<file path="src/rtl/counter_fsm_pkg.sv">
// Shared types and constants for the up/down counter FSM.
package counter_fsm_pkg;

   typedef enum logic [1:0] {
      IDLE = 2'b00,
      UP   = 2'b01,
      DOWN = 2'b10,
      TURN = 2'b11
   } state_t;

   localparam logic DIR_UP   = 1'b0;
   localparam logic DIR_DOWN = 1'b1;

endpackage

</file>
<file path="src/rtl/updown_step.sv">
// Combinational next-count and wrap-flag generator for the up/down counter.
module updown_step
   import counter_fsm_pkg::*;
#(
   parameter int unsigned WIDTH     = 3,
   parameter int unsigned MAX_COUNT = 7,
   parameter bit          SATURATE  = 1'b0
) (
   input  logic [WIDTH-1:0] count_i,
   input  logic             dir_i,
   input  logic             step_i,
   output logic [WIDTH-1:0] next_o,
   output logic             wrap_o
);

   localparam logic [WIDTH-1:0] MaxVal = WIDTH'(MAX_COUNT);

   always_comb begin
      next_o = count_i;
      wrap_o = 1'b0;
      if (step_i) begin
         if (dir_i == DIR_UP) begin
            // >= guards against ever exceeding the terminal count
            if (count_i >= MaxVal) begin
               if (SATURATE) begin
                  next_o = MaxVal;
               end else begin
                  next_o = '0;
                  wrap_o = 1'b1;
               end
            end else begin
               next_o = count_i + WIDTH'(1);
            end
         end else begin
            if (count_i == '0) begin
               if (!SATURATE) begin
                  next_o = MaxVal;
                  wrap_o = 1'b1;
               end
            end else begin
               next_o = count_i - WIDTH'(1);
            end
         end
      end
   end

endmodule

</file>
<file path="src/rtl/counter_fsm_updown.sv">
// Parametrised up/down counter FSM with turnaround state, load and wrap pulse.
// Optional wrap counter output enabled by defining COUNTER_FSM_WRAP_CNT_EN.
module counter_fsm_updown
   import counter_fsm_pkg::*;
#(
   parameter int unsigned WIDTH     = 3,
   parameter int unsigned MAX_COUNT = 7,
   parameter bit          SATURATE  = 1'b0
) (
   input  logic             clock,
   input  logic             reset,
   input  logic             en,
   input  logic             x,
   input  logic             load,
   input  logic [WIDTH-1:0] load_val,
   output logic [WIDTH-1:0] count,
   output logic             z,
   output logic             dir,
   output logic             wrap
`ifdef COUNTER_FSM_WRAP_CNT_EN
   ,
   output logic [7:0]       wrap_cnt
`endif
);

   localparam logic [WIDTH-1:0] MaxVal = WIDTH'(MAX_COUNT);

   if (longint'(MAX_COUNT) > (longint'(1) << WIDTH) - 1) begin : g_bad_max
      $error("MAX_COUNT does not fit in WIDTH bits");
   end

   state_t           state_q, state_d;
   logic [WIDTH-1:0] count_q, count_d;
   logic             dir_q, dir_d;
   logic             wrap_q, wrap_d;
   logic             step_en;
   logic             step_dir;
   logic [WIDTH-1:0] step_next;
   logic             step_wrap;

   assign step_dir = (state_q == DOWN) ? DIR_DOWN : DIR_UP;

   updown_step #(
      .WIDTH     (WIDTH),
      .MAX_COUNT (MAX_COUNT),
      .SATURATE  (SATURATE)
   ) u_step (
      .count_i (count_q),
      .dir_i   (step_dir),
      .step_i  (step_en),
      .next_o  (step_next),
      .wrap_o  (step_wrap)
   );

   always_comb begin
      state_d = state_q;
      count_d = count_q;
      dir_d   = dir_q;
      wrap_d  = 1'b0;
      step_en = 1'b0;
      if (load) begin
         count_d = (load_val > MaxVal) ? MaxVal : load_val;
         state_d = IDLE;
      end else begin
         unique case (state_q)
            IDLE, TURN: begin
               if (en) begin
                  state_d = x ? DOWN : UP;
                  dir_d   = x;
               end else begin
                  state_d = IDLE;
               end
            end
            UP, DOWN: begin
               if (!en) begin
                  state_d = IDLE;
               end else if (x != step_dir) begin
                  state_d = TURN;
               end else begin
                  step_en = 1'b1;
                  count_d = step_next;
                  wrap_d  = step_wrap;
               end
            end
            default: state_d = IDLE;
         endcase
      end
   end

   always_ff @(posedge clock or negedge reset) begin
      if (!reset) begin
         state_q <= IDLE;
         count_q <= '0;
         dir_q   <= DIR_UP;
         wrap_q  <= 1'b0;
      end else begin
         state_q <= state_d;
         count_q <= count_d;
         dir_q   <= dir_d;
         wrap_q  <= wrap_d;
      end
   end

   assign count = count_q;
   assign dir   = dir_q;
   assign wrap  = wrap_q;
   assign z     = ((state_q == UP) && (count_q == MaxVal)) ||
                  ((state_q == DOWN) && (count_q == '0));

`ifdef COUNTER_FSM_WRAP_CNT_EN
   logic [7:0] wrap_cnt_q, wrap_cnt_d;

   always_comb begin
      wrap_cnt_d = wrap_cnt_q;
      if (load) begin
         wrap_cnt_d = '0;
      end else if (wrap_d && (wrap_cnt_q != 8'hFF)) begin
         wrap_cnt_d = wrap_cnt_q + 8'd1;
      end
   end

   always_ff @(posedge clock or negedge reset) begin
      if (!reset) begin
         wrap_cnt_q <= '0;
      end else begin
         wrap_cnt_q <= wrap_cnt_d;
      end
   end

   assign wrap_cnt = wrap_cnt_q;
`endif

endmodule

</file>
<file path="config.mk">
export PLATFORM = sky130hd
export DESIGN_NAME = counter_fsm_updown
export DESIGN_NICKNAME = d
export VERILOG_FILES = /design/src/rtl/counter_fsm_pkg.sv /design/src/rtl/updown_step.sv /design/src/rtl/counter_fsm_updown.sv
export SDC_FILE = /design/constraint.sdc
export NUM_CORES = 1
export LEC_CHECK = 0
export CAP_MARGIN = 20
export CORE_AREA = 2 2 39 41
export DETAILED_ROUTE_END_ITERATION = 10
export DIE_AREA = 0 0 41 43
export GPL_ROUTABILITY_DRIVEN = 0
export PLACE_DENSITY = 0.73
export SLEW_MARGIN = 20
export SYNTH_ARGS = -nofsm -noshare
export SYNTH_HDL_FRONTEND = slang
export SYNTH_SLANG_ARGS = --single-unit
</file>
<file path="constraint.sdc">
create_clock -name clock -period 1.8 [get_ports clock]
set_clock_uncertainty 0.1 [all_clocks]
set_input_delay 0.45 -clock clock [delete_from_list [all_inputs] [get_ports clock]]
set_output_delay 0.45 -clock clock [all_outputs]
set_load 0.05 [all_outputs]
</file>
==> flow_summary.ini <==
[die]
chipHeight_um = 43
initial_cell_density_of_the_core_pct = 40.1
boundaryPins = 14
fp.dieArea_um2 = 1760
core.rowCount = 14
core_area_um2 = 1380
dieWidth_um = 41

[timing]
setup_viol = 1
final_hold_viol_count = 0
maxSlewHeadroom_pct = 77.9
timing.final.ws_setup_ns = -0.189
rsz0062_at_grt = true
clock.fmax_ghz = 0.503
tightest_slew_ns = 0.330
final_min_period_over_clock_period_pct = 111
slew_violations = 0
final_critical_delay_including_setup_and_external_delays_ns = 1.99

[worst_hold_path]
min-delay-path-class = input port to asynchronous set/reset pin

[detailed_routing]
route.detailed.wl_per_inst_um = 12.6
drtPass1Iterations = 4
antenna_left = 0
route.detailed.vias_per_inst = 5.40
drt_iter0_drc = 10
vias = 562
wirelength_routed_um = 1310
detail_route.drc_violations = 0

[cells_and_area]
final_nets = 103
mostFrequentLayoutCells = 15 x buf_4, 7 x clkdlybuf4s50_1, 5 x nand2_1, 5 x buf_12, 4 x dfrtp_1
final_layout_size_suffix_gt1_share_pct = 38.6
n_antenna_cell = 0
fillerInstances = 107
synthToLayoutAreaGrowth_pct = 63.0
final_non_filler_cell_total = 104
commonest_non_fill_non_tap_cell_in_the_layout = buf_4

[synth]
synth.top_cells.by_area = dfrtp_1 32%, ha_1 14%, buf_6 4.1%
synth_area_leader_cell = dfrtp_1
ys_ff_latch = 7
postSynthNetCount = 73
synthesized_instance_count = 59
synth_sequential_area_ratio_pct = 31.6
post_synth_instance_area_um2 = 554
syn_area_cell_um2 = 9.39
synth.top_cell.area_share_pct = 31.6
synth_warnings = 0
count_of_cell_types_in_the_netlist = 30

[critical_path]
required_ns = 1.25
critical_path_peak_fanout = 4
crit_path_max_incr_delay_ns = 0.40
cp.depth = 5
cp_top_family = flip-flops
reg2reg_depth = 6
critPathLaunchType = register
crit_path_top_delay_cell = dfrtp_2
worst-endpoint-arrival_ns = 1.44
crit_chain = inv_2 > ha_4 > and2b_2 > a22o_4 > buf_12
critPathCaptureType = output port
worst-setup-path-type = register to output port
cp.buffers_inverters = 2

[power]
leakage_nw = 0.393
pwr_density_cell_nw_per_um2 = 688
irDropWorstVdd_v = 0.000571
report.power.total_uw = 621

[status]
failed_checks = setup timing
run_status = finished, violations left

[clock_tree]
cts.path.max_buffers = 2
tritoncts_clock_tree = built
cts_made_buffers = 3
cts_hold_buf = 0
htreeDepth = 1
clock_sinks = 7
clock_latency_ns = 0.26
cts-root-buf = clkbuf_4
clk_transition_reported_paths_ns = 0.06

[grt]
global_route.overflow_total = 0
grt_max_degree = 13
grt_pass1_wl_um = 2330
grt_pass1_vias = 563
grt_antenna_before_repair = 0
grtUsageTotal_pct = 20.0

[placement]
place.detailed.instances = 95
hpwlAfterDp_um = 994
buffers_on_ports = 13

[flow_run]
max_cap_violations = 0
[cell type report]
cell class                      instances  area, um2  share of cell area [%]
Inverter                                5       21.3                    2.35
Timing Repair Buffer                   27        283                    31.3
Tap cell                               16       20.0                    2.22
Clock buffer                            4       26.3                    2.91
Multi-Input combinational cell         45        374                    41.4
Sequential cell                         7        179                    19.8
[kinds of logic after synthesis]
logic type                 count (synthesis)  share of synthesized area (%)
and+or+nand+nor                           18                           17.8
buffers and inverters                      7                           7.45
AOI/OAI and AO/OA                         17                           22.8
xor gates and xnor gates                   3                           4.74
muxes                                      1                           2.03
DFF                                        7                           31.6
adders and majority gates                  6                           13.5
[routing by layer]
metal | GRT usage, % | part of all wire (%) | vias to the layer above
met5 | 0 | 0 | -
met4 | 12.7 | 2.4 | 0
met3 | 5.24 | 3.6 | 4
met2 | 29.1 | 49 | 13
met1 | 25.0 | 45 | 267
li1 | - | - | 278
[state kept, by name, indices dropped and copies added, names as in the netlist]
register	flops
state_q	2
dir	1
wrap	1
count	3
[synth_stat cells]
master,instances
dfrtp_1,7
ha_1,6
inv_1,5
nand2_1,5
a21oi_1,2
a31oi_1,2
buf_6,2
nand3_1,2
nor2_1,2
nor2b_1,2
nor3b_1,2
o211ai_1,2
o21bai_1,2
xor2_1,2
a21o_1,1
a22o_1,1
a32oi_1,1
and2b_2,1
mux2_2,1
nand2b_1,1
nand4b_1,1
nor3_1,1
o2111ai_1,1
o21ai_0,1
o311a_1,1
o31a_1,1
o31ai_1,1
o41ai_1,1
or3_1,1
xnor2_1,1
[report_power, final]
group | internal, mW | switching, mW | total [mW] | leakage, nW
Combinational | 0.148 | 0.133 | 0.281 | 0.293
Clock | 0.0849 | 0.0619 | 0.147 | 0.0150
Sequential | 0.174 | 0.0200 | 0.194 | 0.0849
[worst reg2reg max path: stages, from the launching register on]
cell and delay, ns:
dfrtp_2 0.41, inv_4 0.05, buf_4 0.13, ha_1 0.19, or3_1 0.30, a32oi_1 0.22, o211ai_1 0.12
[what timing repair did]
action / 4_1_cts / 5_1_grt
endpoints found under the setup margin: 1 / 1
gates cloned: 0 / 0
gates resized for setup: 3 / 0
pin swaps: 3 / 0
setup buffers: 5 / 0
[through the flow]
stage	util, %	cell area, um2	setup TNS, ns	hold WS, ns	setup slack [ns]
after floorplan	-	582	-0.0405	0.0544	-0.0405
after global placement	59.6	825	0	0.458	0.0140
after detailed placement	59.6	825	-0.0921	0.464	-0.0497
after CTS	65.3	903	-0.195	0.357	-0.195
after global routing	65.3	903	-0.233	0.367	-0.233
final	65.3	903	-0.189	0.356	-0.189
[path summary, 6_finish.rpt]
check	startpoint	to	slack [ns]
max in group asynchronous	reset	count[1]	0.98
min reg2reg	dir	dir	0.47
max	count[1]	z	-0.19
min	reset	state_q[1]	0.36
min in group clock	dir	dir	0.47
max reg2reg	count[0]	count[2]	0.16
Note: power is estimated with default switching activity, not from simulation.
